<file path="config.mk">
export PLATFORM = sky130hd
export DESIGN_NAME = input_interface
export DESIGN_NICKNAME = d
export VERILOG_FILES = /design/src/rtl/input_interface_pkg.sv /design/src/rtl/input_interface_fp_unpack.sv /design/src/rtl/input_interface.sv
export SDC_FILE = /design/constraint.sdc
export NUM_CORES = 1
export LEC_CHECK = 0
export BUFFER_PORTS_ARGS = -buffer_cell sky130_fd_sc_hd__buf_2
export CORE_ASPECT_RATIO = 0.6
export CORE_MARGIN = 1
export CORE_UTILIZATION = 40
export DETAILED_ROUTE_END_ITERATION = 10
export PLACE_DENSITY = 0.68
export SLEW_MARGIN = 10
export SYNTH_ARGS = -nofsm -noshare
export SYNTH_HDL_FRONTEND = slang
export SYNTH_SLANG_ARGS = --single-unit
</file>
<file path="constraint.sdc">
create_clock -name clk -period 1.79 [get_ports clk]
set_input_delay 0.358 -clock clk [delete_from_list [all_inputs] [get_ports clk]]
set_output_delay 0.358 -clock clk [all_outputs]
set_load 0.1 [all_outputs]
</file>
<file path="src/rtl/input_interface_pkg.sv">
// Shared definitions for the IEEE754 operand unpacking front end:
// word sizes, format field widths and the unpacked-operand record.
package input_interface_pkg;

   localparam int REG_SIZE                = 64;
   localparam logic S_MODE                = 1'b0;
   localparam logic D_MODE                = 1'b1;

   localparam int S_EXP_W                 = 8;
   localparam int S_MAN_W                 = 23;
   localparam int D_EXP_W                 = 11;
   localparam int D_MAN_W                 = 52;

   localparam int INPUT_INTERFACE_INT_OUT = 53;

   // Field order matches the output port grouping of one operand.
   typedef struct packed {
      logic [INPUT_INTERFACE_INT_OUT-1:0] mant;
      logic [D_EXP_W-1:0]                 exp;
      logic                               sign;
      logic                               nan;
      logic                               inf;
      logic                               zero;
      logic                               den;
      logic                               err;
   } unpacked_t;

endpackage

</file>
<file path="src/rtl/input_interface_fp_unpack.sv">
// Combinational unpacker for one IEEE754 operand: splits fields, classifies
// the value and restores the hidden bit for normal numbers.
module fp_unpack
   import input_interface_pkg::*;
(
   input  logic                               mode_i,
   input  logic [REG_SIZE-1:0]                op_i,
   output logic [INPUT_INTERFACE_INT_OUT-1:0] int_o,
   output logic [D_EXP_W-1:0]                 exp_o,
   output logic                               sign_o,
   output logic                               nan_o,
   output logic                               inf_o,
   output logic                               zero_o,
   output logic                               den_o,
   output logic                               err_o
);

   localparam logic [INPUT_INTERFACE_INT_OUT-1:0] S_HIDDEN = INPUT_INTERFACE_INT_OUT'(1) << S_MAN_W;
   localparam logic [INPUT_INTERFACE_INT_OUT-1:0] D_HIDDEN = INPUT_INTERFACE_INT_OUT'(1) << D_MAN_W;

   logic [D_EXP_W-1:0]                 exp_f;
   logic [D_MAN_W-1:0]                 man_f;
   logic [INPUT_INTERFACE_INT_OUT-1:0] hidden;
   logic                               exp_ones;
   logic                               exp_zero;
   logic                               man_zero;
   logic                               man_msb;
   logic                               normal;

   always_comb begin
      if (mode_i == S_MODE) begin
         sign_o   = op_i[S_EXP_W+S_MAN_W];
         exp_f    = {{(D_EXP_W-S_EXP_W){1'b0}}, op_i[S_EXP_W+S_MAN_W-1:S_MAN_W]};
         man_f    = {{(D_MAN_W-S_MAN_W){1'b0}}, op_i[S_MAN_W-1:0]};
         exp_ones = &op_i[S_EXP_W+S_MAN_W-1:S_MAN_W];
         man_msb  = op_i[S_MAN_W-1];
         hidden   = S_HIDDEN;
      end else begin
         sign_o   = op_i[D_EXP_W+D_MAN_W];
         exp_f    = op_i[D_EXP_W+D_MAN_W-1:D_MAN_W];
         man_f    = op_i[D_MAN_W-1:0];
         exp_ones = &op_i[D_EXP_W+D_MAN_W-1:D_MAN_W];
         man_msb  = op_i[D_MAN_W-1];
         hidden   = D_HIDDEN;
      end

      exp_zero = (exp_f == '0);
      man_zero = (man_f == '0);
      normal   = !exp_ones && !exp_zero;

      inf_o    = exp_ones &&  man_zero;
      nan_o    = exp_ones && !man_zero;
      zero_o   = exp_zero &&  man_zero;
      den_o    = exp_zero && !man_zero;
      // A quiet NaN has the mantissa MSB set; anything else is signalling.
      err_o    = nan_o && !man_msb;

      int_o    = {1'b0, man_f} | (normal ? hidden : '0);
      // Subnormals share the scale of exponent 1, so report that instead of 0.
      exp_o    = exp_zero ? D_EXP_W'(1) : exp_f;
   end

endmodule

</file>
<file path="src/rtl/input_interface.sv">
// Two-stage input pipeline: S1 captures raw operands, S2 holds the unpacked
// and classified results with a valid/ready handshake on both sides.
module input_interface
   import input_interface_pkg::*;
(
   input  logic                               clk,
   input  logic                               rst_n,
   input  logic                               mode,
   input  logic [REG_SIZE-1:0]                inA,
   input  logic [REG_SIZE-1:0]                inB,
   input  logic                               in_valid,
   output logic                               in_ready,
   output logic                               out_valid,
   input  logic                               out_ready,
   output logic [INPUT_INTERFACE_INT_OUT-1:0] intA,
   output logic [INPUT_INTERFACE_INT_OUT-1:0] intB,
   output logic [D_EXP_W-1:0]                 expA,
   output logic [D_EXP_W-1:0]                 expB,
   output logic                               signA,
   output logic                               signB,
   output logic                               nanA,
   output logic                               nanB,
   output logic                               infA,
   output logic                               infB,
   output logic                               zeroA,
   output logic                               zeroB,
   output logic                               denA,
   output logic                               denB,
   output logic                               errA,
   output logic                               errB,
   output logic                               err_sticky,
   input  logic                               clear,
   output logic [15:0]                        op_count
);

   logic                s1_valid_q, s1_valid_d;
   logic                s2_valid_q, s2_valid_d;
   logic                s1_mode_q;
   logic [REG_SIZE-1:0] s1_op_q [2];
   unpacked_t           s2_q [2];
   unpacked_t           unp [2];
   logic                err_sticky_q, err_sticky_d;
   logic [15:0]         op_count_q, op_count_d;

   logic                in_xfer;
   logic                out_xfer;
   logic                s1_adv;

   for (genvar gi = 0; gi < 2; gi++) begin : g_unpack
      logic [INPUT_INTERFACE_INT_OUT-1:0] int_w;
      logic [D_EXP_W-1:0]                 exp_w;
      logic                               sign_w, nan_w, inf_w, zero_w, den_w, err_w;

      fp_unpack u_fp_unpack (
         .mode_i (s1_mode_q),
         .op_i   (s1_op_q[gi]),
         .int_o  (int_w),
         .exp_o  (exp_w),
         .sign_o (sign_w),
         .nan_o  (nan_w),
         .inf_o  (inf_w),
         .zero_o (zero_w),
         .den_o  (den_w),
         .err_o  (err_w)
      );

      assign unp[gi] = {int_w, exp_w, sign_w, nan_w, inf_w, zero_w, den_w, err_w};
   end

   always_comb begin
      out_xfer = s2_valid_q && out_ready;
      s1_adv   = s1_valid_q && (!s2_valid_q || out_ready);
      // Gated by rst_n so upstream sees not-ready for the whole reset window.
      in_ready = rst_n && (!s1_valid_q || s1_adv);
      in_xfer  = in_valid && in_ready;

      s1_valid_d = in_xfer || (s1_valid_q && !s1_adv);
      s2_valid_d = s1_adv  || (s2_valid_q && !out_xfer);

      err_sticky_d = err_sticky_q;
      op_count_d   = op_count_q;
      if (clear) begin
         err_sticky_d = 1'b0;
         op_count_d   = '0;
      end else if (out_xfer) begin
         err_sticky_d = err_sticky_q || s2_q[0].err || s2_q[1].err;
         op_count_d   = op_count_q + 16'd1;
      end
   end

   always_ff @(posedge clk or negedge rst_n) begin
      if (!rst_n) begin
         s1_valid_q   <= 1'b0;
         s2_valid_q   <= 1'b0;
         s1_mode_q    <= 1'b0;
         s1_op_q[0]   <= '0;
         s1_op_q[1]   <= '0;
         s2_q[0]      <= '0;
         s2_q[1]      <= '0;
         err_sticky_q <= 1'b0;
         op_count_q   <= '0;
      end else begin
         s1_valid_q   <= s1_valid_d;
         s2_valid_q   <= s2_valid_d;
         err_sticky_q <= err_sticky_d;
         op_count_q   <= op_count_d;
         if (in_xfer) begin
            s1_mode_q  <= mode;
            s1_op_q[0] <= inA;
            s1_op_q[1] <= inB;
         end
         if (s1_adv) begin
            s2_q[0] <= unp[0];
            s2_q[1] <= unp[1];
         end
      end
   end

   assign out_valid  = s2_valid_q;
   assign err_sticky = err_sticky_q;
   assign op_count   = op_count_q;

   assign intA  = s2_q[0].mant;
   assign expA  = s2_q[0].exp;
   assign signA = s2_q[0].sign;
   assign nanA  = s2_q[0].nan;
   assign infA  = s2_q[0].inf;
   assign zeroA = s2_q[0].zero;
   assign denA  = s2_q[0].den;
   assign errA  = s2_q[0].err;

   assign intB  = s2_q[1].mant;
   assign expB  = s2_q[1].exp;
   assign signB = s2_q[1].sign;
   assign nanB  = s2_q[1].nan;
   assign infB  = s2_q[1].inf;
   assign zeroB = s2_q[1].zero;
   assign denB  = s2_q[1].den;
   assign errB  = s2_q[1].err;

endmodule

</file>
==> flow_summary.json, run 1 <==
{
  "hold_viol": 0,
  "leakage_nw": 7.912,
  "worstSkewPairLatency_ns": 0.53,
  "rsz0062_at_grt": "true",
  "multiInputGateArea_um2": 4634,
  "pre_cts_slack_ns": -0.03107,
  "drt_pass1_iterations": 6,
  "fill_cells": 2522,
  "ys.flop_type": "dfrtp_1",
  "yosysUniqueCellTypes": 41,
  "yosysSeqAreaShare_pct": 59.88,
  "fin_setup_tns_ns": -0.05250,
  "synth_fp_nets": 1156,
  "crit_fanout": 3,
  "hp-class": "in -> reg",
  "tightest_slew_ns": 0.7172,
  "grt_max_degree": 127,
  "vias": 8828,
  "grt-ovfl-total": 0,
  "crit_type": "reg -> out",
  "cts_tree": "built",
  "worstHoldStart": "inA[39]",
  "drc": 0,
  "placed_cell_area_um2": 14350,
  "die_area_um2": 30810,
  "cts.sinks": 288,
  "drt-vias-per-instance": 4.962,
  "drt_iter0_markers": 578,
  "final.setup.worst_slack_ns": -0.05250,
  "arrival_ns": 1.48,
  "fin_skew_ns": 0.009507,
  "h-tree-depth": 1,
  "switchingPower_mw": 11.24,
  "setup_viol": 1,
  "final_core_utilization_pct": 53.54,
  "hpwl_um": 22620,
  "rows": 48,
  "p_sw_share_pct": 45.88,
  "clkPwrFrac_pct": 24.0,
  "root_buffer": "clkbuf_16",
  "irDropWorstVdd_mv": 1.360,
  "io_buffers": 292,
  "synthTopCellsByCount": "nand2_1, dfrtp_1, mux2_4",
  "status": "finished, violations left",
  "synth_top_area_cell": "dfrtp_1",
  "first_global_vias": 8593,
  "synth_top_area_share_pct": 59.88,
  "initial_core_util_pct": 41.32,
  "synth-edff-count": 0,
  "slowest_stage": "dfrtp_4",
  "seq_area_um2": 7238,
  "whs_path_depth": 2,
  "crit_start": "out_valid$_DFF_PN0_",
  "syn_inst": 1021,
  "end_kind": "primary output",
  "gp_congestion": 0.8337,
  "netlist_area_um2": 12040,
  "required_ns": 1.43,
  "internal-power_mw": 13.26,
  "cap_viol_max_count": 0,
  "fin_area_um2": 15600,
  "synth_seq_cells": 288,
  "crit_path_cell_trace": "nand3b_1 > and2_4 > buf_12",
  "die_width_um": 225.9,
  "die_h_um": 136.4,
  "r2r_cells": 6,
  "ys_top_cells_by_area": "dfrtp_1, mux2_4, nand2_1",
  "grt_pass1_wl_um": 49600,
  "cp-start-kind": "flop",
  "max_freq_ghz": 0.5427,
  "layout-drive-gt1-share_pct": 41.58,
  "syn_to_final_growth_pct": 29.58,
  "seqPwrFrac_pct": 35.9,
  "finalMaxSlewViolations": 0,
  "cts_buffers": 27,
  "yosys_warnings": 0,
  "slowest_delay_ns": 0.49,
  "globalRouteTotalUtil_pct": 20.72,
  "synth_area_per_cell_um2": 11.79,
  "combPwrFrac_pct": 40.1,
  "slew_headroom_pct": 52.19,
  "clockBufferDepth": 3,
  "core_area_um2": 29130,
  "antenna_found_initial": 2,
  "layout_min_cycle_time_ns": 1.842,
  "nNetsFinal": 1496,
  "violations": "negative setup slack",
  "holdWs_ns": 0.05368,
  "power_density_nw_per_um2": 1571,
  "clk_pin_slew_ns": 0.06,
  "r2r-start": "out_valid$_DFF_PN0_",
  "routed_wl_um": 32560,
  "ys_async_sr_fraction_pct": 100.0,
  "io_pins": 293,
  "synth.most_common_cell": "nand2_1",
  "route.antenna.remaining_nets": 0,
  "avgRoutedWirePerCell_um": 18.30,
  "fin_crit_sh_pct": 102.9
}
## critical path, delay by kind of cell, from the launching register on
kind,cells,cell delay (ns)
DFF,1,0.49
buffers and inverters,1,0.17
and+or+nand+nor,2,0.29
## cell type report
type	count	share of cell area, %
Multi-Input combinational cell	677	29.72
Antenna cell	1	0.01605
Sequential cell	288	46.41
Tap cell	400	3.209
Clock buffer	36	4.934
Inverter	2	0.04814
Timing Repair Buffer	365	14.86
Clock inverter	10	0.8023
## placed cells by master (no fill, tap or decap), types with 7 or more instances in the layout
cell       netlist  layout
o21ai_0         87      87
xor2_1           8       8
buf_2           24     277
buf_4            1      57
nand2_1        290     288
mux2i_1         18      18
clkinv_2         0       7
nor4_1          27      20
buf_12           0      13
dfrtp_1        288     275
nor2_1          26      25
mux2_4          99      99
nand3_1         12      12
clkbuf_16        0      29
nor4_2           0       7
mux2_2          31      31
dfrtp_2          0       7
a21oi_1          8       8
nand4_1         15      15
## final timing paths
kind | end | slack (ns)
max | in_ready | -0.05
min | s1_op_q[103]$_DFFE_PN0P_ | 0.05
max reg2reg | s1_op_q[30]$_DFFE_PN0P_ | 0.03
min reg2reg | intA[1]$_DFFE_PN0P_ | 0.47
max in group asynchronous | s1_mode_q$_DFFE_PN0P_ | 0.37
min in group asynchronous | intB[16]$_DFFE_PN0P_ | 0.38
## cells by family after synthesis
| logic type | after synthesis | synth area share, % |
|---|---|---|
| AO/OA/AOI/OAI | 114 | 5.229 |
| XOR/XNOR | 11 | 0.8006 |
| adder cells (fa/ha/maj) | 1 | 0.1039 |
| buffers and inverters | 58 | 2.776 |
| flip-flops | 288 | 59.88 |
| multiplexers | 148 | 16.75 |
| AND/OR/NAND/NOR | 401 | 14.46 |
## flip-flops by register name (all words and copies together) (netlist names), 11 cells and up
name,count
intB,53
op_count,16
expB,11
s1_op_q,128
expA,11
intA,53
## metal layers
metal  vias to the layer above  part of all wire (%)  GRT usage (%)
met5                         -                 0.037              0
met4                         2                   1.5          3.817
met3                        32                   5.9          4.106
met2                       248                    43          30.14
met1                      4374                    49          31.89
li1                       4172                     -              -
## what timing repair did
item                       in CTS  in global routing
gates cloned                    0                  5
hold buffers                    1                  0
setup buffers                  12                  3
hold endpoints to repair       37                  0
gates resized for setup        10                 26
setup endpoints to repair      11                142
pin swaps                       2                  3
## metrics by stage
step	std cells	total power [mW]
global route	1778	25.49
global placement	1712	18.51
CTS	1771	24.62
floorplan	1021	16.49
finish	1779	24.50
detailed placement	1712	18.65
## power by group through the flow
stage	Sequential [mW]	Combinational [mW]	Clock, mW
floorplan	14.6	1.89	0
global placement	8.83	9.68	0
CTS	8.77	9.82	6.03
global route	8.96	10.3	6.27
detailed placement	8.87	9.78	0
finish	8.79	9.84	5.87
(Power assumes the default switching activity.)
==> inputs of run 2 (changes only) <==
--- a/config.mk
+++ b/config.mk
@@ -15,3 +15,4 @@
 export SYNTH_ARGS = -nofsm -noshare
 export SYNTH_HDL_FRONTEND = slang
 export SYNTH_SLANG_ARGS = --single-unit
+export TNS_END_PERCENT = 10
==> run 2 against run 1 <==
  * Non-clock buffer count shrank 9
  * Clock power is 2% lower
  * Die area did not move
  * Setup slack worse by 0.037 ns
  * The run still ends with negative setup slack left
  * Wire length up 0.97%
  * Clock skew increased by 0.0061 ns
  * Final cell count decreased by 0.45%
  * Sequential power hardly changed
  * Power is 0.59% lower
  * Register-to-register slack lost 0.03 ns
  * Combinational power fell by 0.8%
  * Global-route usage decreased by 0.22 points
==> flow_summary.json, run 2 (synthesis gave the netlist of run 1 again) <==
{
  "status": "finished, violations left",
  "violations": "negative setup slack",
  "cp-start-kind": "flop",
  "routed_wl_um": 32870,
  "grt_max_degree": 166,
  "io_pins": 293,
  "setup_viol": 1,
  "max_freq_ghz": 0.5320,
  "crit_type": "reg -> out",
  "finalMaxSlewViolations": 0,
  "final_common_cell": "nand2_1",
  "drt_pass1_iterations": 5,
  "pre_cts_slack_ns": -0.1578,
  "arrival_ns": 1.52,
  "tightest_slew_ns": 0.9374,
  "die_h_um": 136.4,
  "drt-vias-per-instance": 4.953,
  "multiInputGateArea_um2": 4602,
  "fill_cells": 2551,
  "vias": 8772,
  "syn_to_final_growth_pct": 28.15,
  "end_kind": "primary output",
  "clk_pin_slew_ns": 0.07,
  "h-tree-depth": 1,
  "rows": 48,
  "fin_crit_sh_pct": 105.0,
  "slew_headroom_pct": 37.51,
  "r2r_cells": 6,
  "core_area_um2": 29130,
  "combPwrFrac_pct": 40.1,
  "seqPwrFrac_pct": 36.2,
  "clkPwrFrac_pct": 23.7,
  "clockBufferDepth": 3,
  "cts_buffers": 27,
  "layout_min_cycle_time_ns": 1.880,
  "top_register": "s1_op_q",
  "globalRouteTotalUtil_pct": 20.51,
  "cap_viol_max_count": 0,
  "final_core_utilization_pct": 52.95,
  "hold_viol": 0,
  "first_global_vias": 8610,
  "route.antenna.remaining_nets": 0,
  "switchingPower_mw": 11.34,
  "whs_path_depth": 2,
  "cts_tree": "built",
  "fin_skew_ns": 0.01558,
  "io_buffers": 292,
  "irDropWorstVdd_mv": 1.220,
  "p_sw_share_pct": 46.56,
  "hp-class": "in -> reg",
  "internal-power_mw": 13.02,
  "largest_reg_flops": 128,
  "layout-drive-gt1-share_pct": 40.80,
  "cts.sinks": 288,
  "die_width_um": 225.9,
  "die_area_um2": 30810,
  "grt_pass1_wl_um": 49190,
  "nNetsFinal": 1486,
  "leakage_nw": 7.846,
  "seq_area_um2": 7228,
  "layout_common_cells": "nand2_1, buf_2, dfrtp_1, mux2_4, o21ai_0",
  "power_density_nw_per_um2": 1579,
  "final.setup.worst_slack_ns": -0.08980,
  "crit_fanout": 6,
  "gp_congestion": 0.7958,
  "required_ns": 1.43,
  "avgRoutedWirePerCell_um": 18.56,
  "drt_iter0_markers": 599,
  "grt-ovfl-total": 0,
  "drc": 0,
  "initial_core_util_pct": 41.32,
  "hpwl_um": 22910,
  "worstSkewPairLatency_ns": 0.55,
  "rsz0062_at_grt": "true",
  "root_buffer": "clkbuf_16",
  "antenna_found_initial": 5
}
## run 2: changes by cell type in the layout (fill, tap and decap cells not counted), sizes merged
cell	change
buf	-13
bufinv	-1
clkbuf	+3
clkinv	+2
clkinvlp	+1
inv	+1
nand2	-1
## run 2: routing by layer
layer	track usage [%]	wire, µm
met2	30.75	14540
met4	4.044	531
met3	4.884	2064
met5	0	27
met1	30.15	15710
## run 2: critical path: stages, from the launching register on
cell	delay, ns
dfrtp_4	0.50
nand3b_1	0.13
and2_4	0.17
buf_12	0.17
## run 2: metrics by stage
stage	hold slack (ns)	instance area [µm²]	std cells	setup TNS, ns	total power, mW
2_1_floorplan	0.06241	12060	1021	-13.24	16.48
3_3_place_gp	0.4519	14260	1710	-0.8714	18.46
3_5_place_dp	0.4585	14260	1710	-0.5605	18.59
4_1_cts	0.01716	15180	1760	-1.503	24.43
5_1_grt	0.01170	15420	1770	-1.948	25.31
6_report	0.03743	15420	1771	-0.08980	24.35
## run 2: worst paths after layout
kind,startpoint,slack (ns),to
max in group asynchronous,rst_n,0.40,s1_mode_q$_DFFE_PN0P_
hold reg to reg,intA[0]$_DFFE_PN0P_,0.47,intA[0]$_DFFE_PN0P_
setup / recovery,out_valid$_DFF_PN0_,-0.09,in_ready
min in group asynchronous,rst_n,0.50,intB[8]$_DFFE_PN0P_
hold / removal,inB[32],0.04,s1_op_q[32]$_DFFE_PN0P_
setup reg to reg,s1_mode_q$_DFFE_PN0P_,0,infB$_DFFE_PN0P_
## run 2: layout make-up
type | count | share of cell area, %
Antenna cell | 1 | 0.01622
Inverter | 2 | 0.04867
Timing Repair Buffer | 356 | 14.35
Tap cell | 400 | 3.245
Clock buffer | 35 | 4.835
Sequential cell | 288 | 46.86
Clock inverter | 13 | 0.8031
Multi-Input combinational cell | 676 | 29.84
## run 2: power by group through the flow
stage	clock network, mW	registers [mW]	logic, mW
finish	5.78	8.82	9.76
global route	6.15	8.97	10.2
CTS	5.91	8.80	9.71
detailed placement	0	8.90	9.70
global placement	0	8.85	9.61
floorplan	0	14.6	1.89
## run 2: timing repair
item | in CTS | in global routing
gates cloned | 0 | 4
gates resized for setup | 7 | 23
setup endpoints to repair | 15 | 138
hold buffers | 1 | 0
hold endpoints to repair | 123 | 0
setup buffers | 1 | 6
pin swaps | 1 | 3
==> inputs of run 3 (changes only) <==
--- a/config.mk
+++ b/config.mk
@@ -6,11 +6,12 @@
 export NUM_CORES = 1
 export LEC_CHECK = 0
 export BUFFER_PORTS_ARGS = -buffer_cell sky130_fd_sc_hd__buf_2
+export CAP_MARGIN = 30
 export CORE_ASPECT_RATIO = 0.6
 export CORE_MARGIN = 1
 export CORE_UTILIZATION = 40
 export DETAILED_ROUTE_END_ITERATION = 10
-export PLACE_DENSITY = 0.68
+export PLACE_DENSITY = 0.65
 export SLEW_MARGIN = 10
 export SYNTH_ARGS = -nofsm -noshare
 export SYNTH_HDL_FRONTEND = slang
==> run 3 against run 2 <==
  * The flow still finishes with violations (negative setup slack)
  * Power decreased by 0.36%
  * Sequential power about the same
  * Combinational power decreased by 0.6%
  * Final area decreased by 0.50%
  * Count of clock-buffer cells in the layout increased by 4
  * Worst hold slack improved by 0.0090 ns
  * Fmax increased by 0.27%
  * Via count decreased by 0.26%
  * Critical path depth unchanged
  * Sequential share of layout area increased by 0.25 points
  * Clock power about the same
  * Utilization decreased by 0.27 points
  * Critical endpoint unchanged
  * Largest cell class unchanged
  * Largest power group unchanged
  * Highest routed layer unchanged
==> flow_summary.json, run 3 (synthesis gave the netlist of run 1 again) <==
{
  "status": "finished, violations left",
  "violations": "negative setup slack",
  "fin_area_um2": 15350,
  "syn_to_final_growth_pct": 27.51,
  "setup_viol": 1,
  "first_global_vias": 8495,
  "whs_path_depth": 2,
  "fill_cells": 2572,
  "crit_path_cell_trace": "nand3b_1 > and2_4 > buf_12",
  "crit_start": "out_valid$_DFF_PN0_",
  "root_buffer": "clkbuf_16",
  "largest_reg_flops": 128,
  "seq_area_um2": 7231,
  "final.setup.worst_slack_ns": -0.08471,
  "die_area_um2": 30810,
  "top_register": "s1_op_q",
  "critPathBufInv": 1,
  "hold_viol": 0,
  "max_freq_ghz": 0.5334,
  "layout-drive-gt1-share_pct": 40.41,
  "clk_pin_slew_ns": 0.07,
  "reg2reg_slack_ns": 0.03,
  "h-tree-depth": 1,
  "cap_viol_max_count": 0,
  "cts_tree": "built",
  "r2r-start": "out_valid$_DFF_PN0_",
  "drt_iter0_markers": 751,
  "grt-ovfl-total": 0,
  "slowest_stage": "dfrtp_4",
  "final_common_cell": "nand2_1",
  "finalMaxSlewViolations": 0,
  "multiInputGateArea_um2": 4624,
  "avgRoutedWirePerCell_um": 18.63,
  "required_ns": 1.43,
  "core_area_um2": 29130,
  "crit_fanout": 7,
  "die_h_um": 136.4,
  "cp-start-kind": "flop",
  "drt-vias-per-instance": 4.968,
  "tightest_slew_ns": 0.8902,
  "finalPower_mw": 24.27,
  "reg2reg_to": "s1_op_q[116]$_DFFE_PN0P_",
  "gp_congestion": 0.8182,
  "globalRouteTotalUtil_pct": 20.68,
  "fin_skew_ns": 0.01026,
  "antenna_found_initial": 7,
  "crit_type": "reg -> out",
  "rsz0062_at_grt": "true",
  "grt_max_degree": 163,
  "rows": 48,
  "io_buffers": 292,
  "layout_common_cells": "nand2_1, buf_2, dfrtp_1, mux2_4, o21ai_0",
  "arrival_ns": 1.52,
  "initial_core_util_pct": 41.32,
  "hold_end": "s1_op_q[125]$_DFFE_PN0P_",
  "r2r_cells": 6,
  "cts.sinks": 288,
  "layout_min_cycle_time_ns": 1.875,
  "irDropWorstVdd_mv": 1.035,
  "io_pins": 293,
  "drc": 0,
  "slew_headroom_pct": 40.65,
  "grt_pass1_wl_um": 49220,
  "fin_crit_sh_pct": 104.7,
  "clockBufferDepth": 3,
  "cts_buffers": 27,
  "worstSkewPairLatency_ns": 0.54,
  "slowest_delay_ns": 0.51,
  "vias": 8749,
  "drt_pass1_iterations": 4,
  "path_delay_family": "flip-flops",
  "leakage_nw": 7.792,
  "post_layout_nonfiller_instances": 1761,
  "route.antenna.remaining_nets": 0,
  "nNetsFinal": 1476,
  "placed_cell_area_um2": 14200,
  "routed_wl_um": 32810,
  "power_density_nw_per_um2": 1581,
  "die_width_um": 225.9,
  "hpwl_um": 22790,
  "end_kind": "primary output",
  "hp-class": "in -> reg",
  "placedCellCount": 1700,
  "worstHoldStart": "inA[61]"
}
## run 3: cell type report
cell class | count | area share (%)
timing repair buffer | 345 | 13.71
sequential | 288 | 47.12
clock inverter | 5 | 0.4892
multi-input combinational | 677 | 30.13
inverter | 2 | 0.04892
antenna | 5 | 0.08153
tap | 400 | 3.261
clock buffer | 39 | 5.153
## run 3: stage by stage
| stage | hold WS, ns | TNS (ns) | utilization, % | worst slack [ns] |
|---|---|---|---|---|
| after global routing | 0.02073 | -2.473 | 52.66 | -0.1667 |
| final | 0.04646 | -0.08471 | 52.68 | -0.08471 |
| after floorplan | 0.06241 | -13.24 | - | -0.1308 |
| after detailed placement | 0.4586 | -0.4055 | 48.75 | -0.1140 |
| after global placement | 0.4527 | -0.3976 | 48.75 | -0.1015 |
| after CTS | 0.01610 | -0.2125 | 51.97 | -0.1214 |
## run 3: worst max-delay path by stage
stage | to | slack (ns) | depth (start not counted)
finish | in_ready | -0.08 | 3
global route | in_ready | -0.17 | 3
CTS | in_ready | -0.12 | 3
detailed placement | nanB$_DFFE_PN0P_ | -0.11 | 6
global placement | nanB$_DFFE_PN0P_ | -0.10 | 6
floorplan | s1_mode_q$_DFFE_PN0P_ | -0.13 | 6
## run 3: power breakdown
group          internal (mW)  switching (mW)
sequential              7.82           0.996
combinational           1.93            7.77
clock                   3.32            2.44
## run 3: worst reg2reg max path, delay by kind of cell, from the launching register on
kind,cells,cell delay (ns)
flip-flops,1,0.51
buffers and inverters,2,0.42
AND/OR/NAND/NOR,3,0.42
multiplexers,1,0.31
## run 3: timing repair
item	CTS	global route
resized for setup	11	19
hold buffers	1	0
setup endpoints to repair	14	121
hold endpoints to repair	126	0
buffers inserted	2	5
cloned	0	4
pin swaps	2	4
## run 3: per-layer routing
layer	share of wire, %	routed length, µm	vias up	track usage [%]
li1	-	-	4126	-
met5	0.070	23	-	0
met1	48	15730	4344	31.34
met3	6.5	2119	40	4.884
met4	1.7	564	4	4.119
met2	44	14370	235	29.90
